==> src/rtl/sifh_window_scheduler_pkg.sv <==
// Shared defaults and FSM encoding for the SiFH fine-window scheduler slice.
package sifh_window_scheduler_pkg;

    localparam int NB_DEF       = 4;
    localparam int NP_DEF       = 10;
    localparam int PIX_NUM_DEF  = 4;
    localparam int HALF_WIN_DEF = 3 << (NP_DEF - NB_DEF - 1);

    localparam logic [2:0] ST_IDLE    = 3'd0;
    localparam logic [2:0] ST_COLLECT = 3'd1;
    localparam logic [2:0] ST_DRAIN   = 3'd2;
    localparam logic [2:0] ST_PUBLISH = 3'd3;
    localparam logic [2:0] ST_FINE    = 3'd4;

    typedef enum logic [2:0] {
        IDLE    = ST_IDLE,
        COLLECT = ST_COLLECT,
        DRAIN   = ST_DRAIN,
        PUBLISH = ST_PUBLISH,
        FINE    = ST_FINE
    } schedStateT;

endpackage

==> src/rtl/sifh_window_scheduler_if.sv <==
// Peak-result handshake and published window set between peak finder, scheduler and fine pass.
interface sifh_window_scheduler_if
    import sifh_window_scheduler_pkg::*;
#(
    parameter int NB                = NB_DEF,
    parameter int NP                = NP_DEF,
    parameter int PIXEL_NUM_PER_RAM = PIX_NUM_DEF,
    parameter int PIX_W             = $clog2(PIXEL_NUM_PER_RAM)
);

    logic                            peakValid;
    logic                            peakReady;
    logic [PIX_W-1:0]                peakPix;
    logic [NB-1:0]                   peakCH;
    logic [PIXEL_NUM_PER_RAM*NP-1:0] thMinus;
    logic [PIXEL_NUM_PER_RAM*NP-1:0] thPositive;
    logic [PIXEL_NUM_PER_RAM*NP-1:0] delta;
    logic                            windowsValid;
    logic                            windowsAck;

    modport master (
        output peakValid, peakPix, peakCH, windowsAck,
        input  peakReady, thMinus, thPositive, delta, windowsValid
    );

    modport slave (
        input  peakValid, peakPix, peakCH, windowsAck,
        output peakReady, thMinus, thPositive, delta, windowsValid
    );

endinterface

==> src/rtl/sifh_window_calc.sv <==
// Combinational coarse-peak -> clamped fine window (lo, hi, step) calculation.
module sifh_window_calc
    import sifh_window_scheduler_pkg::*;
#(
    parameter int NB       = NB_DEF,
    parameter int NP       = NP_DEF,
    parameter int HALF_WIN = 3 << (NP - NB - 1)
) (
    input  logic [NB-1:0] peakCH,
    output logic [NP-1:0] lo,
    output logic [NP-1:0] hi,
    output logic [NP-1:0] delta
);

    localparam logic [NP:0] HW   = (NP+1)'(HALF_WIN);
    localparam logic [NP:0] MAXV = {1'b0, {NP{1'b1}}};

    typedef struct packed {
        logic [NP-1:0] lo;
        logic [NP-1:0] hi;
        logic [NP-1:0] dlt;
    } winT;

    // One extra bit of headroom keeps ch+HW and the clamp compares from wrapping.
    function automatic winT clampWindow(input logic [NP:0] ch);
        winT         w;
        logic [NP:0] l;
        logic [NP:0] h;
        if (ch <= HW) begin
            l = '0;
            h = HW << 1;
        end else if (ch >= MAXV - HW) begin
            h = MAXV;
            l = MAXV - (HW << 1);
        end else begin
            l = ch - HW;
            h = ch + HW;
        end
        w.lo  = NP'(l);
        w.hi  = NP'(h);
        w.dlt = NP'((h - l) >> NB);
        return w;
    endfunction

    logic [NP:0] chFine;
    winT         win;

    assign chFine = {1'b0, peakCH, {(NP-NB){1'b0}}};
    assign win    = clampWindow(chFine);
    assign lo     = win.lo;
    assign hi     = win.hi;
    assign delta  = win.dlt;

endmodule

==> src/rtl/sifh_window_scheduler.sv <==
// Frame controller: gathers coarse peaks, builds per-pixel fine windows, then gates the fine pass.
module sifh_window_scheduler
    import sifh_window_scheduler_pkg::*;
#(
    parameter int NB                = NB_DEF,
    parameter int NP                = NP_DEF,
    parameter int PIXEL_NUM_PER_RAM = PIX_NUM_DEF,
    parameter int PIX_W             = $clog2(PIXEL_NUM_PER_RAM),
    parameter int HALF_WIN          = 3 << (NP - NB - 1)
) (
    input  logic                   clk,
    input  logic                   rstn,
    input  logic                   frameStart,
    input  logic                   fineDone,
    output logic                   fineEnable,
    output logic                   frameDone,
    output logic                   busy,
    sifh_window_scheduler_if.slave bus
);

    localparam int PN = PIXEL_NUM_PER_RAM;

    function automatic logic pixInRange(input logic [PIX_W-1:0] p);
        return 32'(p) < PN;
    endfunction

    function automatic logic [PN-1:0] pixBit(input logic [PIX_W-1:0] p);
        return pixInRange(p) ? (PN'(1) << p) : '0;
    endfunction

    schedStateT       state;
    logic [PN-1:0]    doneMask;
    logic             peakReadyR;
    logic             windowsValidR;
    logic             fineEnableR;
    logic             frameDoneR;
    logic             busyR;

    logic             accept;
    logic [PN-1:0]    stageBit;
    logic [PN-1:0]    acceptBit;

    logic             vld_p0;
    logic [PIX_W-1:0] pix_p0;
    logic [NB-1:0]    ch_p0;

    logic [NP-1:0]    winLo;
    logic [NP-1:0]    winHi;
    logic [NP-1:0]    winDelta;

    logic [PN*NP-1:0] thMinusR;
    logic [PN*NP-1:0] thPositiveR;
    logic [PN*NP-1:0] deltaR;

    assign accept    = bus.peakValid & peakReadyR;
    assign stageBit  = vld_p0 ? pixBit(pix_p0) : '0;
    assign acceptBit = pixBit(bus.peakPix);

    // Stage p0: capture the accepted peak result.
    always_ff @(posedge clk) begin
        if (!rstn) vld_p0 <= 1'b0;
        else       vld_p0 <= accept;
    end

    always_ff @(posedge clk) begin
        if (accept) begin
            pix_p0 <= bus.peakPix;
            ch_p0  <= bus.peakCH;
        end
    end

    sifh_window_calc #(
        .NB       (NB),
        .NP       (NP),
        .HALF_WIN (HALF_WIN)
    ) uCalc (
        .peakCH (ch_p0),
        .lo     (winLo),
        .hi     (winHi),
        .delta  (winDelta)
    );

    // Stage p1: commit the computed window into the pixel's slot.
    always_ff @(posedge clk) begin
        if (!rstn) begin
            thMinusR    <= '0;
            thPositiveR <= '0;
            deltaR      <= '0;
        end else if (vld_p0 && pixInRange(pix_p0)) begin
            thMinusR[int'(pix_p0)*NP +: NP]    <= winLo;
            thPositiveR[int'(pix_p0)*NP +: NP] <= winHi;
            deltaR[int'(pix_p0)*NP +: NP]      <= winDelta;
        end
    end

    always_ff @(posedge clk) begin
        if (!rstn) begin
            state         <= IDLE;
            doneMask      <= '0;
            peakReadyR    <= 1'b0;
            windowsValidR <= 1'b0;
            fineEnableR   <= 1'b0;
            frameDoneR    <= 1'b0;
            busyR         <= 1'b0;
        end else begin
            frameDoneR <= 1'b0;
            case (state)
                IDLE: begin
                    if (frameStart) begin
                        state      <= COLLECT;
                        doneMask   <= '0;
                        peakReadyR <= 1'b1;
                        busyR      <= 1'b1;
                    end
                end
                COLLECT: begin
                    doneMask <= doneMask | stageBit;
                    // The accepted result still in flight counts toward completion.
                    if (accept && (&(doneMask | stageBit | acceptBit))) begin
                        state      <= DRAIN;
                        peakReadyR <= 1'b0;
                    end
                end
                DRAIN: begin
                    doneMask      <= doneMask | stageBit;
                    state         <= PUBLISH;
                    windowsValidR <= 1'b1;
                end
                PUBLISH: begin
                    if (bus.windowsAck) begin
                        state         <= FINE;
                        windowsValidR <= 1'b0;
                        fineEnableR   <= 1'b1;
                    end
                end
                FINE: begin
                    // frameDone is shown while still busy; IDLE follows one cycle later.
                    if (frameDoneR) begin
                        state <= IDLE;
                        busyR <= 1'b0;
                    end else if (fineDone) begin
                        frameDoneR  <= 1'b1;
                        fineEnableR <= 1'b0;
                    end
                end
                default: begin
                    state         <= IDLE;
                    peakReadyR    <= 1'b0;
                    windowsValidR <= 1'b0;
                    fineEnableR   <= 1'b0;
                    busyR         <= 1'b0;
                end
            endcase
        end
    end

    assign bus.peakReady    = peakReadyR;
    assign bus.windowsValid = windowsValidR;
    assign bus.thMinus      = thMinusR;
    assign bus.thPositive   = thPositiveR;
    assign bus.delta        = deltaR;
    assign fineEnable       = fineEnableR;
    assign frameDone        = frameDoneR;
    assign busy             = busyR;

endmodule

==> src/flat_wrapper.sv <==
// flat-port wrapper written by rule: the top's interface ports become plain ports
module sifh_window_scheduler_flat import sifh_window_scheduler_pkg::*;
#(
    parameter int NB                = NB_DEF,
    parameter int NP                = NP_DEF,
    parameter int PIXEL_NUM_PER_RAM = PIX_NUM_DEF,
    parameter int PIX_W             = $clog2(PIXEL_NUM_PER_RAM),
    parameter int HALF_WIN          = 3 << (NP - NB - 1)
)
  (clk, rstn, frameStart, fineDone, fineEnable, frameDone, busy, bus_peakValid, bus_peakPix, bus_peakCH, bus_windowsAck, bus_peakReady, bus_thMinus, bus_thPositive, bus_delta, bus_windowsValid);
  sifh_window_scheduler_if #(.NB(NB), .NP(NP), .PIXEL_NUM_PER_RAM(PIXEL_NUM_PER_RAM), .PIX_W(PIX_W)) bus_i ();
  input  logic clk;
  input  logic rstn;
  input  logic frameStart;
  input  logic fineDone;
  output logic fineEnable;
  output logic frameDone;
  output logic busy;
  input wire logic [$bits(bus_i.peakValid)-1:0] bus_peakValid;
  input wire logic [$bits(bus_i.peakPix)-1:0] bus_peakPix;
  input wire logic [$bits(bus_i.peakCH)-1:0] bus_peakCH;
  input wire logic [$bits(bus_i.windowsAck)-1:0] bus_windowsAck;
  output wire logic [$bits(bus_i.peakReady)-1:0] bus_peakReady;
  output wire logic [$bits(bus_i.thMinus)-1:0] bus_thMinus;
  output wire logic [$bits(bus_i.thPositive)-1:0] bus_thPositive;
  output wire logic [$bits(bus_i.delta)-1:0] bus_delta;
  output wire logic [$bits(bus_i.windowsValid)-1:0] bus_windowsValid;
  assign bus_i.peakValid = bus_peakValid;
  assign bus_i.peakPix = bus_peakPix;
  assign bus_i.peakCH = bus_peakCH;
  assign bus_i.windowsAck = bus_windowsAck;
  assign bus_peakReady = bus_i.peakReady;
  assign bus_thMinus = bus_i.thMinus;
  assign bus_thPositive = bus_i.thPositive;
  assign bus_delta = bus_i.delta;
  assign bus_windowsValid = bus_i.windowsValid;
  sifh_window_scheduler #(.NB(NB), .NP(NP), .PIXEL_NUM_PER_RAM(PIXEL_NUM_PER_RAM), .PIX_W(PIX_W), .HALF_WIN(HALF_WIN)) u_core (.clk(clk), .rstn(rstn), .frameStart(frameStart), .fineDone(fineDone), .fineEnable(fineEnable), .frameDone(frameDone), .busy(busy), .bus(bus_i));
endmodule
==> config.mk <==
export PLATFORM = sky130hd
export DESIGN_NAME = sifh_window_scheduler_flat
export DESIGN_NICKNAME = d
export VERILOG_FILES = /design/src/rtl/sifh_window_scheduler_pkg.sv /design/src/rtl/sifh_window_scheduler_if.sv /design/src/rtl/sifh_window_calc.sv /design/src/rtl/sifh_window_scheduler.sv /design/src/flat_wrapper.sv
export SDC_FILE = /design/constraint.sdc
export NUM_CORES = 1
export LEC_CHECK = 0
export ABC_AREA = 1
export ABC_CLOCK_PERIOD_IN_PS = 8600
export CAP_MARGIN = 20
export CORE_ASPECT_RATIO = 0.8
export CORE_UTILIZATION = 57
export DETAILED_ROUTE_END_ITERATION = 16
export PLACE_DENSITY_LB_ADDON = 0.25
export SETUP_SLACK_MARGIN = 0.2
export SLEW_MARGIN = 40
export SYNTH_ARGS = -nofsm -noshare
export SYNTH_HDL_FRONTEND = slang
export SYNTH_HIERARCHICAL = 1
export SYNTH_SLANG_ARGS = --single-unit
==> constraint.sdc <==
create_clock -name clk -period 8.6 [get_ports clk]
set_input_delay 2.58 -clock clk [delete_from_list [all_inputs] [get_ports clk]]
set_output_delay 2.58 -clock clk [all_outputs]
set_load 0.1 [all_outputs]
==> run metrics <==
number of global-route vias before repair=7,388; max-slew violation count=0; Avg WL per Cell=16.16 µm; final worst setup slack=4.741 ns; total vias in the final route=8,148; Slew @ Worst Pin=0.9276 ns; dpl hpwl=15,250 µm; RSZ-0062 raised after global routing=no; Net Sw Frac=39.94%; Clock Latency Late Sink=0.42 ns; Worst Path Buf+Inv=1; syn avg cell area=6.583 µm²; Fin. Hold Viols=0; CP Capture Type=primary output; flops & latches, synth=139; hold buffers post-CTS=0; CP cell instances=buf_2; commonest non-fill, non-tap cells in the layout=nand2_1, a21oi_1, dfxtp_1; largest net degree at the start of global routing=102; Power Dens Cells=248.1 nW/µm²; commonest non-fill, non-tap cell in the layout=nand2_1; Hold/Removal Path Class=register to register; Crit Path Max Fanout=2; Synth cell types=38; Synth Cell Area=7406 µm²; skew final=0.008956 ns; Critical Path Start Type=register; die height=104.0 µm; Layout Cells excl Fill=1,395; final WL=22,550 µm; PostCTS Resize Cnt=0; part of the power in registers=32.4%; FF-to-FF Start=u_core/ch_p0[1]$_DFFE_PP_; sequential fraction of the synthesis area=38.38%; Final Net Count=1,237; CTS tree=built; CP delay by family, top=buffers and inverters; FF-to-FF path depth=15; fmax=259.1 MHz; clock share of power=35.2%; clock sink count=139; hold_ws=0.4551 ns; core footprint=12,430 µm²; total grt overflow=0; clock-pin slew on the worst setup and hold paths=0.06 ns; CTS HTree Levels=4; n_diodes=0; Final ANT Viol Nets=0; share of layout cells above drive strength 1=16.75%; Initial Utilization=59.57%; initial antenna violation count=0; Total GRT Usage=34.40%; first drt pass iteration count=6; Worst Path Required=6.02 ns; area grow syn2layout=16.73%; Int Power=0.001288 W; status=completed; # rows=36; Pleak=3.879 nW; combinational share of power=32.4%; cell depth of the worst setup path=1; end point of the critical path=bus_delta[5]; CP peak stage delay=0.46 ns; Psw=0.0008567 W; R2R setup slack=4.99 ns; Die W=129.4 µm; First DRT Iteration DRCs=929; DRC errors left=0; Final Setup Violations=0; Boundary Pins=137; DIE AREA=13,460 µm²; WP data arrival=1.28 ns; post-CTS setup repair buffer count=0; Worst Setup SP=u_core/bus.delta[5]$_SDFFE_PN0P_; post-synthesis cell count=1,125; critical path class=register to primary output; TritonCTS buffer count=17; gpl congestion=0.9333; Max clock buf depth=2; Synth Warn #=6; RR Endpoint=u_core/bus.delta[26]$_SDFFE_PN0P_; vias per cell=5.841; max cap viols=0; DP Worst Slack=3.895 ns; Tmin final=3.859 ns; max_slew headroom=37.69%; Tcrit/Tclk final=44.87%; Worst path slowest cell=buf_2; setup tns final=0 ns; Clock Root Buffer=clkbuf_16; VDD IR max=188.4 µV; I/O Buffers=136; Inst Count DP=1,363; Pwr Total=0.002145 W; first-pass GRT wire length=36,430 µm
==> stage by stage <==
step	utilization, %	area, µm²
6_report	69.54	8645
5_1_grt	69.54	8645
4_1_cts	69.58	8650
3_5_place_dp	64.68	8041
3_3_place_gp	69.67	8661
2_1_floorplan	-	7421
==> logic make-up after synthesis <==
| group | count (synthesis) | synth area share [%] |
|---|---|---|
| and+or+nand+nor | 592 | 33.81 |
| AOI/OAI and AO/OA | 229 | 16.24 |
| buffers and inverters | 148 | 8.920 |
| DFF | 139 | 38.38 |
| adders and majority gates | 14 | 2.365 |
| xor gates and xnor gates | 2 | 0.2366 |
| other | 1 | 0.05064 |
==> layer usage <==
metal	GRT usage (%)	vias up	share of wire (%)	wire length, µm
met5	0	-	0	0
met4	15.28	0	3.5	798
met3	6.636	77	10	2265
met2	53.65	496	45	10040
met1	45.94	3716	42	9439
li1	-	3859	-	-
==> worst min-delay path by stage <==
stage,from,slack (ns),endpoint,depth (start not counted)
2_1_floorplan,u_core/doneMask[0]$_SDFFE_PN0P_,0.44,u_core/doneMask[0]$_SDFFE_PN0P_,2
3_3_place_gp,u_core/doneMask[3]$_SDFFE_PN0P_,0.44,u_core/doneMask[3]$_SDFFE_PN0P_,2
3_5_place_dp,u_core/doneMask[1]$_SDFFE_PN0P_,0.45,u_core/doneMask[1]$_SDFFE_PN0P_,2
4_1_cts,u_core/fineEnable$_SDFFE_PN0P_,0.46,u_core/fineEnable$_SDFFE_PN0P_,2
5_1_grt,u_core/bus.delta[28]$_SDFFE_PN0P_,0.48,u_core/bus.delta[28]$_SDFFE_PN0P_,2
6_report,u_core/fineEnable$_SDFFE_PN0P_,0.46,u_core/fineEnable$_SDFFE_PN0P_,2
==> synthesized netlist by cell type <==
library cell,count,area [µm²]
nor4_1,1,6.260
nor2_1,58,217.7
nand3_2,2,20.02
o211a_1,1,10.01
o21ai_1,3,15.01
edfxtp_1,6,180.2
xor2_1,1,8.760
nor3_1,3,15.01
nand2_2,3,18.77
conb_1,1,3.750
or2_2,2,12.51
clkbuf_1,33,123.9
nor2_2,3,18.77
nand2_4,3,33.78
or2_1,1,6.260
inv_1,50,187.7
a31oi_1,13,81.33
dfxtp_1,133,2663
a21oi_2,2,17.52
clkinv_1,3,11.26
o21ai_0,46,230.2
a21oi_1,149,745.7
o211ai_1,3,22.52
xnor2_1,1,8.760
buf_2,21,105.1
buf_1,9,33.78
nand4_1,3,18.77
a22oi_1,3,22.52
o31ai_1,1,7.510
buf_4,21,157.7
o22ai_1,8,50.05
inv_2,11,41.29
nand3_1,126,630.6
nor2_4,5,56.30
ha_1,14,175.2
nor3_2,2,20.02
nand2_1,379,1423
or2_0,1,6.260
==> registers in the layout (all words and copies together) (netlist names) <==
signal and cells:
u_core/bus.thMinus 40, u_core/bus.windowsValid 1, u_core/ch_p0 4, u_core/busy 1, u_core/state 3, u_core/fineEnable 1
u_core/pix_p0 2, u_core/frameDone 1, u_core/bus.peakReady 1, u_core/bus.delta 40, u_core/vld_p0 1, u_core/doneMask 4
u_core/bus.thPositive 40
==> power groups by stage <==
stage / logic, W / clock network (W) / registers (W)
2_1_floorplan: 0.000440 / 0 / 0.000805
6_report: 0.000694 / 0.000755 / 0.000696
5_1_grt: 0.000757 / 0.000792 / 0.000699
3_5_place_dp: 0.000666 / 0 / 0.000709
4_1_cts: 0.000672 / 0.000759 / 0.000695
3_3_place_gp: 0.000673 / 0 / 0.000709
==> cell type report <==
type                    instances  area, µm²
clock inverters                13      153.9
flip-flops and latches        139       2843
fillers                      1149       3787
repair buffers                147      817.0
inverters                      64      240.2
well taps                     171      214.0
multi-input cells             842       3923
clock buffers                  19      454.2
(Power assumes the default switching activity.)
